==> config.mk <==
export PLATFORM = sky130hd
export DESIGN_NAME = mem_access_ctrl
export DESIGN_NICKNAME = d
export VERILOG_FILES = /design/src/rtl/mem_access_ctrl.sv
export SDC_FILE = /design/constraint.sdc
export NUM_CORES = 1
export LEC_CHECK = 0
export CAP_MARGIN = 5
export CORE_MARGIN = 3
export CORE_UTILIZATION = 25
export CTS_CLUSTER_DIAMETER = 120
export DETAILED_ROUTE_END_ITERATION = 10
export GPL_TIMING_DRIVEN = 0
export PLACE_DENSITY_LB_ADDON = 0.12
export SKIP_LAST_GASP = 1
export SYNTH_ARGS = -nofsm -noshare
export SYNTH_HDL_FRONTEND = slang
export SYNTH_SLANG_ARGS = --single-unit
==> constraint.sdc <==
create_clock -name clk -period 2 [get_ports clk]
set_input_delay 0.2 -clock clk [delete_from_list [all_inputs] [get_ports clk]]
set_output_delay 0.2 -clock clk [all_outputs]
set_load 0.05 [all_outputs]
==> src/rtl/mem_access_ctrl.sv <==
// Front end of the single-port unified I/D RAM: arbitrates fetch and data ports,
// converts byte to word addresses, does sub-word stores by read-modify-write.
module mem_access_ctrl #(
  parameter int ADDR_W = 12,
  parameter bit DPRIO  = 1'b1
) (
  input  logic              clk,
  input  logic              rst_n,
  input  logic              if_req,
  input  logic [31:0]       if_addr,
  output logic              if_rdy,
  output logic [31:0]       if_data,
  input  logic              d_req,
  input  logic              d_we,
  input  logic [1:0]        d_size,
  input  logic              d_unsigned,
  input  logic [31:0]       d_addr,
  input  logic [31:0]       d_wdata,
  output logic              d_rdy,
  output logic [31:0]       d_rdata,
  output logic              d_misalign,
  output logic              mem_we,
  output logic [ADDR_W-1:0] mem_addr,
  output logic [31:0]       mem_din,
  input  logic [31:0]       mem_dout
);

  typedef enum logic [2:0] {
    S_IDLE = 3'd0,
    S_ERR  = 3'd1,
    S_RD_A = 3'd2,
    S_RD_D = 3'd3,
    S_RESP = 3'd4,
    S_WR   = 3'd5
  } state_t;

  state_t              r_state;
  state_t              w_next;
  logic [ADDR_W-1:0]   r_addr;
  logic [1:0]          r_lane;
  logic [1:0]          r_size;
  logic                r_we;
  logic                r_uns;
  logic                r_src_d;
  logic [31:0]         r_wdata;
  logic                r_if_rdy;
  logic [31:0]         r_if_data;
  logic                r_d_rdy;
  logic [31:0]         r_d_rdata;
  logic                r_d_misalign;

  logic                w_pick_d;
  logic                w_pick_if;
  logic                w_misalign;
  logic                w_word_store;
  logic                w_unused;

  // Lane extraction with sign/zero extension for loads.
  function automatic logic [31:0] f_load(input logic [31:0] w, input logic [1:0] lane,
                                         input logic [1:0] sz, input logic uns);
    logic [7:0]  b;
    logic [15:0] h;
    logic [31:0] r;
    case (lane)
      2'd0:    b = w[7:0];
      2'd1:    b = w[15:8];
      2'd2:    b = w[23:16];
      default: b = w[31:24];
    endcase
    h = lane[1] ? w[31:16] : w[15:0];
    case (sz)
      2'b00:   r = {{24{b[7] & ~uns}}, b};
      2'b01:   r = {{16{h[15] & ~uns}}, h};
      default: r = w;
    endcase
    return r;
  endfunction

  // Replace the addressed lane of the old word with the right-justified store data.
  function automatic logic [31:0] f_merge(input logic [31:0] old, input logic [31:0] wd,
                                          input logic [1:0] lane, input logic [1:0] sz);
    logic [31:0] r;
    r = old;
    case (sz)
      2'b00: begin
        case (lane)
          2'd0:    r[7:0]   = wd[7:0];
          2'd1:    r[15:8]  = wd[7:0];
          2'd2:    r[23:16] = wd[7:0];
          default: r[31:24] = wd[7:0];
        endcase
      end
      2'b01: begin
        if (lane[1]) r[31:16] = wd[15:0];
        else         r[15:0]  = wd[15:0];
      end
      default: r = wd;
    endcase
    return r;
  endfunction

  assign w_pick_d     = d_req & (DPRIO | ~if_req);
  assign w_pick_if    = if_req & ~w_pick_d;
  assign w_misalign   = (d_size == 2'b11) | ((d_size == 2'b01) & d_addr[0]) |
                        ((d_size == 2'b10) & (d_addr[1:0] != 2'b00));
  assign w_word_store = d_we & (d_size == 2'b10);
  assign w_unused     = ^{if_addr[31:ADDR_W+2], if_addr[1:0], d_addr[31:ADDR_W+2]};

  // State register.
  always_ff @(posedge clk) begin
    if (!rst_n) r_state <= S_IDLE;
    else        r_state <= w_next;
  end

  // Next-state logic.
  always_comb begin
    w_next = r_state;
    case (r_state)
      S_IDLE: begin
        if (w_pick_d) begin
          if (w_misalign)        w_next = S_ERR;
          else if (w_word_store) w_next = S_WR;
          else                   w_next = S_RD_A;
        end else if (w_pick_if) begin
          w_next = S_RD_A;
        end else begin
          w_next = S_IDLE;
        end
      end
      S_RD_A:  w_next = S_RD_D;
      S_RD_D:  w_next = (r_src_d & r_we) ? S_WR : S_RESP;
      S_RESP:  w_next = S_IDLE;
      S_WR:    w_next = S_IDLE;
      S_ERR:   w_next = S_IDLE;
      default: w_next = S_IDLE;
    endcase
  end

  // Request latch, read capture/merge and registered handshake outputs.
  always_ff @(posedge clk) begin
    if (!rst_n) begin
      r_addr       <= '0;
      r_lane       <= 2'b00;
      r_size       <= 2'b00;
      r_we         <= 1'b0;
      r_uns        <= 1'b0;
      r_src_d      <= 1'b0;
      r_wdata      <= 32'h0000_0000;
      r_if_rdy     <= 1'b0;
      r_if_data    <= 32'h0000_0000;
      r_d_rdy      <= 1'b0;
      r_d_rdata    <= 32'h0000_0000;
      r_d_misalign <= 1'b0;
    end else begin
      r_if_rdy     <= 1'b0;
      r_d_rdy      <= 1'b0;
      r_d_misalign <= 1'b0;
      case (r_state)
        S_IDLE: begin
          if (w_pick_d) begin
            r_addr  <= d_addr[ADDR_W+1:2];
            r_lane  <= d_addr[1:0];
            r_size  <= d_size;
            r_we    <= d_we;
            r_uns   <= d_unsigned;
            r_src_d <= 1'b1;
            r_wdata <= d_wdata;
            if (w_misalign | w_word_store) begin
              r_d_rdy      <= 1'b1;
              r_d_misalign <= w_misalign;
              r_d_rdata    <= 32'h0000_0000;
            end
          end else if (w_pick_if) begin
            r_addr  <= if_addr[ADDR_W+1:2];
            r_lane  <= 2'b00;
            r_size  <= 2'b10;
            r_we    <= 1'b0;
            r_uns   <= 1'b0;
            r_src_d <= 1'b0;
          end
        end
        S_RD_D: begin
          if (r_src_d & r_we) begin
            r_wdata   <= f_merge(mem_dout, r_wdata, r_lane, r_size);
            r_d_rdy   <= 1'b1;
            r_d_rdata <= 32'h0000_0000;
          end else if (r_src_d) begin
            r_d_rdata <= f_load(mem_dout, r_lane, r_size, r_uns);
            r_d_rdy   <= 1'b1;
          end else begin
            r_if_data <= mem_dout;
            r_if_rdy  <= 1'b1;
          end
        end
        default: begin
        end
      endcase
    end
  end

  // Reset gates the write strobe so a reset landing on WR never commits.
  assign mem_we     = (r_state == S_WR) & rst_n;
  assign mem_addr   = (r_state == S_IDLE) ? '0 : r_addr;
  assign mem_din    = r_wdata;
  assign if_rdy     = r_if_rdy;
  assign if_data    = r_if_data;
  assign d_rdy      = r_d_rdy;
  assign d_rdata    = r_d_rdata;
  assign d_misalign = r_d_misalign;

endmodule

# == Word level (Yosys, flattened, before mapping) ==
# Index checks and enable logic that the tools add are counted.
# classes
n_eq_ne,16
muxes,45
bitwise_logic,17
n_reduce_logical,15
# ops
operator,count
$pmux 32 s2,4
$mux 32,6
$mux 8,8
$mux 16,3
$mux 12,3
$pmux 8 s3,1
$ne 3x3->1 const B,4
$reduce_and 4->1,3
$mux 1,10
$mux 2,5
$mux 3,3
$pmux 3 s3,1
$and 1x1->1,8
$eq 2x1->1 const B,3
$eq 2x2->1 const B,3
$eq 3x2->1 const B,2
$ne 2x2->1 const B,3
$not 1->1,6
$reduce_and 6->1,1
$reduce_bool 2->1,3
$reduce_or 3->1,2
$reduce_and 5->1,1
$logic_not 2->1,2
$eq 3x3->1 const B,1
5 further kinds,7
# word_totals
regBits,121
word_cells,108

# == Depth between registers and ports, before layout ==
# Gate-level depths: netlist of the first run.
# logic_depth
word_depth,11
depth_mapped,8
ltp_nobuf,4

# == Worst setup path after synthesis of the first run ==
# No wires, ideal clock.
# synth_timing
path_kind,input-to-output
start,input rst_n
end,output mem_we
arrival_ns,2.210
t_required_ns,1.800
setup_slack_ns,-0.410
cell_stages,4
cell_sequence,clkbuf_1 > inv_1 > clkbuf_1 > nor4_1
# synth_between
elab_chain_len,1
# synth_rtl
item,line,text
start: declaration,8,"input logic rst_n,"
$and 1x1->1,202,assign mem_we = (r_state == S_WR) & rst_n;
end: declaration,22,"output logic mem_we,"
# No other way between the ends.

# == Worst setup path after layout of the first run ==
# layout_timing
start,"register r_wdata[2], in the netlist mem_din[2]"
end,output mem_din[2]
# layout_lines
item,line,text
start: declaration,45,logic [31:0] r_wdata;
start signal: assignment,167,r_wdata <= d_wdata;
start signal: assignment,184,"r_wdata <= f_merge(mem_dout, r_wdata, r_lane, r_size);"
end: declaration,24,"output logic [31:0] mem_din,"
# No word-level cell between the ends.

==> results of run 1 <==
[registers in the layout (all words and copies together) (netlist names)]
register,cells
r_src_d,1
r_we,1
if_rdy,1
r_size,2
d_misalign,1
r_state,3
mem_din,32
d_rdy,1
if_data,32
d_rdata,32
r_lane,2
r_addr,12
r_uns,1
[per-layer routing]
| layer | vias up | GRT usage |
|---|---|---|
| met5 | - | 0 |
| met4 | 0 | 0.0598 |
| met3 | 31 | 0.0549 |
| met2 | 219 | 0.303 |
| met1 | 2914 | 0.258 |
| li1 | 2960 | - |
[metrics by stage]
| stage | instance area (µm²) | power (mW) | setup slack, ps |
|---|---|---|---|
| after CTS | 9020 | 8.70 | -134 |
| after global routing | 9170 | 9.08 | -46.4 |
| final | 9170 | 8.72 | -3.02 |
| after global placement | 8300 | 5.39 | -415 |
| after detailed placement | 8300 | 5.39 | -431 |
| after floorplan | 5830 | 4.40 | 153 |
[path summary, 6_finish.rpt]
| path | slack (ps) | cells past startpoint | start | end |
|---|---|---|---|---|
| hold reg to reg | 450 | 2 | if_data[31] | if_data[31] |
| setup reg to reg | 50 | 6 | r_lane[0] | d_rdata[19] |
| hold / removal | 220 | 3 | mem_dout[15] | if_data[15] |
| setup / recovery | -3 | 1 | mem_din[2] | mem_din[2] |
[power breakdown]
part	leakage (nW)	switching, mW	internal (mW)
clock	0.279	1.21	1.96
sequential	0.989	0.198	2.63
combinational	2.07	1.66	1.06
[final cells by class]
type | count | area (µm²)
fill | 2345 | 13600
multi-input combinational | 494 | 3190
sequential | 121 | 2430
timing repair buffer | 218 | 2200
clock buffer | 18 | 429
tap | 313 | 392
buffer | 57 | 323
clock inverter | 13 | 173
inverter | 8 | 30.0
[layout by cell type, fill, tap and decap left out, drive strengths merged, types with 4 or more instances in the layout]
cell type	instances
clkinvlp	4
o21ai	18
buf	46
o22ai	9
clkbuf	53
nor2b	5
o221ai	9
clkinv	4
a31oi	9
and3	8
dfxtp	121
mux2	18
a21oi	58
inv	10
and2	15
nor2	41
nand2	140
a22oi	5
o32ai	8
mux2i	17
clkdlybuf4s50	190
o211ai	10
a211oi	28
a221o	16
a32o	9
a311oi	8
nand2b	17
a22o	4
[logic make-up after synthesis]
family	after synthesis	synth area share
DFF	121	0.416
and+or+nand+nor	252	0.205
buffers and inverters	67	0.0528
muxes	35	0.0640
AOI/OAI and AO/OA	207	0.262
[timing repair]
item | 4_1_cts | 5_1_grt
endpoints found under the setup margin | 107 | 106
pin swaps | 3 | 10
gates resized for setup | 117 | 59
buffers inserted | 3 | 5
cloned | 2 | 1
hold buffers | 0 | 0
==> results by group, run 1 <==
Status
  – Status: complete, but fails checks
  – Failing checks: setup timing

Yosys
  – Synth unique cells: 56
  – Synth async-reset ratio: 0
  – Sequential fraction of the synthesis area: 0.416
  – Average cell area after synthesis: 8.54 µm²
  – Synth top area share: 0.416
  – Warnings, synthesis: 0
  – Leading area contributor after synthesis: dfxtp_1
  – Yosys reg bits: 121
  – Post-synth EDFFs: 0
  – Ranking of synthesized cells by area: dfxtp_1, nand2_1, a21oi_1, a211oi_1, mux2_2
  – Most frequent cell after synthesis: nand2_1
  – Synthesized instance count: 682
  – Commonest cells in the netlist: nand2_1, dfxtp_1, a21oi_1
  – Main synth FF type: dfxtp_1
  – Syn_nets: 818
  – Mapped Area: 0.00583 mm²

Global route
  – GRT Total Usage: 0.193
  – Vias in the first global route: 6074
  – Largest net degree at the start of global routing: 17
  – Initial antenna violation count: 0
  – Global-route wire length before repair: 36500 µm
  – Overall overflow remaining after global route: 0

STA
  – Fin crit share: 1.00
  – Final Setup Violations: 1
  – Final min period: 2000 ps
  – Total negative slack: -3.02 ps
  – Worst relative slew slack: 0.442
  – Setup Skew: 7.13 ps
  – RSZ-0062 raised after global routing: true
  – Pins Over Slew Limit: 0
  – Hold Slack: 224 ps
  – PnR worst setup slack: -3.02 ps
  – Fmax: 499 MHz
  – Worst-Margin Slew: 829 ps
  – Fin. Hold Viols: 0

CTS
  – CTS sink count: 121
  – Root Buffer: clkbuf_16
  – CTS tree: yes
  – CTS Buf Count: 17
  – CTS max path bufs: 2
  – Clock slew at reported path FFs: 60 ps
  – CTS HTree Levels: 4
  – Worst-Skew Late Latency: 430 ps

Routing
  – Final wirelength: 25000 µm
  – WL met2: 11300 µm
  – Met1 Wirelength: 11500 µm
  – Post-DR wirelength/cell: 20.1 µm
  – Via density per instance: 4.93
  – Final ANT Viol Nets: 0
  – Routed vias: 6124
  – Remaining DRCs: 0
  – Iteration-0 DRC count of the detailed router: 362
  – 1st-pass router iterations: 5
  – DR WL met3: 1800 µm
  – Uppermost layer routed: met4

Final layout
  – Post-Layout Cell Count: 1242
  – Fin nets: 1053
  – Core Util, Final: 0.403
  – Layout area overhead: 57.4%
  – ANT cells: 0
  – Layout cell share with drive strength beyond 1: 0.166

Floorplanning
  – Cell Rows: 55
  – Die height: 159 µm
  – Core ar.: 0.0228 mm²
  – Die W: 159 µm
  – Initial Util: 0.256
  – Io pins: 248
  – Die area: 0.0252 mm²

Power and ir drop
  – Pwr dens: 951 mW/mm²
  – Static Leak: 3.34 nW
  – VDD IR max: 0.000417 V

Critical path
  – CP Buf/Inv Count: 1
  – CP delay by family, top: buffers and inverters
  – CP max FO: 5
  – CP required: 1800 ps
  – Cells along the critical path: clkdlybuf4s50_1
  – Critical Path Source Type: flop
  – Setup crit end kind: output port
  – Slowest cell on the critical path: clkdlybuf4s50_1
  – Crit path kind: flop to output port
  – Crit path DAT: 1800 ps
  – CP peak stage delay: 880 ps

Run
  – Maxcap violations: 0

Placement
  – Dpl hpwl: 18700 µm
  – Routability Congestion: 0.851
  – PortBufs: 207
  – Cell Count Post-Placement: 1202

Worst hold path
  – Worst hold path class: input pin to flop
Note: power is estimated with default switching activity, not from simulation.
==> run 2: changes to the inputs <==
--- a/config.mk
+++ b/config.mk
@@ -5,7 +5,6 @@
 export SDC_FILE = /design/constraint.sdc
 export NUM_CORES = 1
 export LEC_CHECK = 0
-export CAP_MARGIN = 5
 export CORE_MARGIN = 3
 export CORE_UTILIZATION = 25
 export CTS_CLUSTER_DIAMETER = 120
@@ -13,6 +12,7 @@
 export GPL_TIMING_DRIVEN = 0
 export PLACE_DENSITY_LB_ADDON = 0.12
 export SKIP_LAST_GASP = 1
+export SLEW_MARGIN = 20
 export SYNTH_ARGS = -nofsm -noshare
 export SYNTH_HDL_FRONTEND = slang
 export SYNTH_SLANG_ARGS = --single-unit
==> results of run 2 <==
The final DEF is identical to that of run 1; final timing and power are the same.
==> run 3: changes to the inputs <==
--- a/config.mk
+++ b/config.mk
@@ -5,6 +5,7 @@
 export SDC_FILE = /design/constraint.sdc
 export NUM_CORES = 1
 export LEC_CHECK = 0
+export CAP_MARGIN = 20
 export CORE_MARGIN = 3
 export CORE_UTILIZATION = 25
 export CTS_CLUSTER_DIAMETER = 120
==> results of run 3 <==
The final DEF is identical to that of run 1; final timing and power are the same.
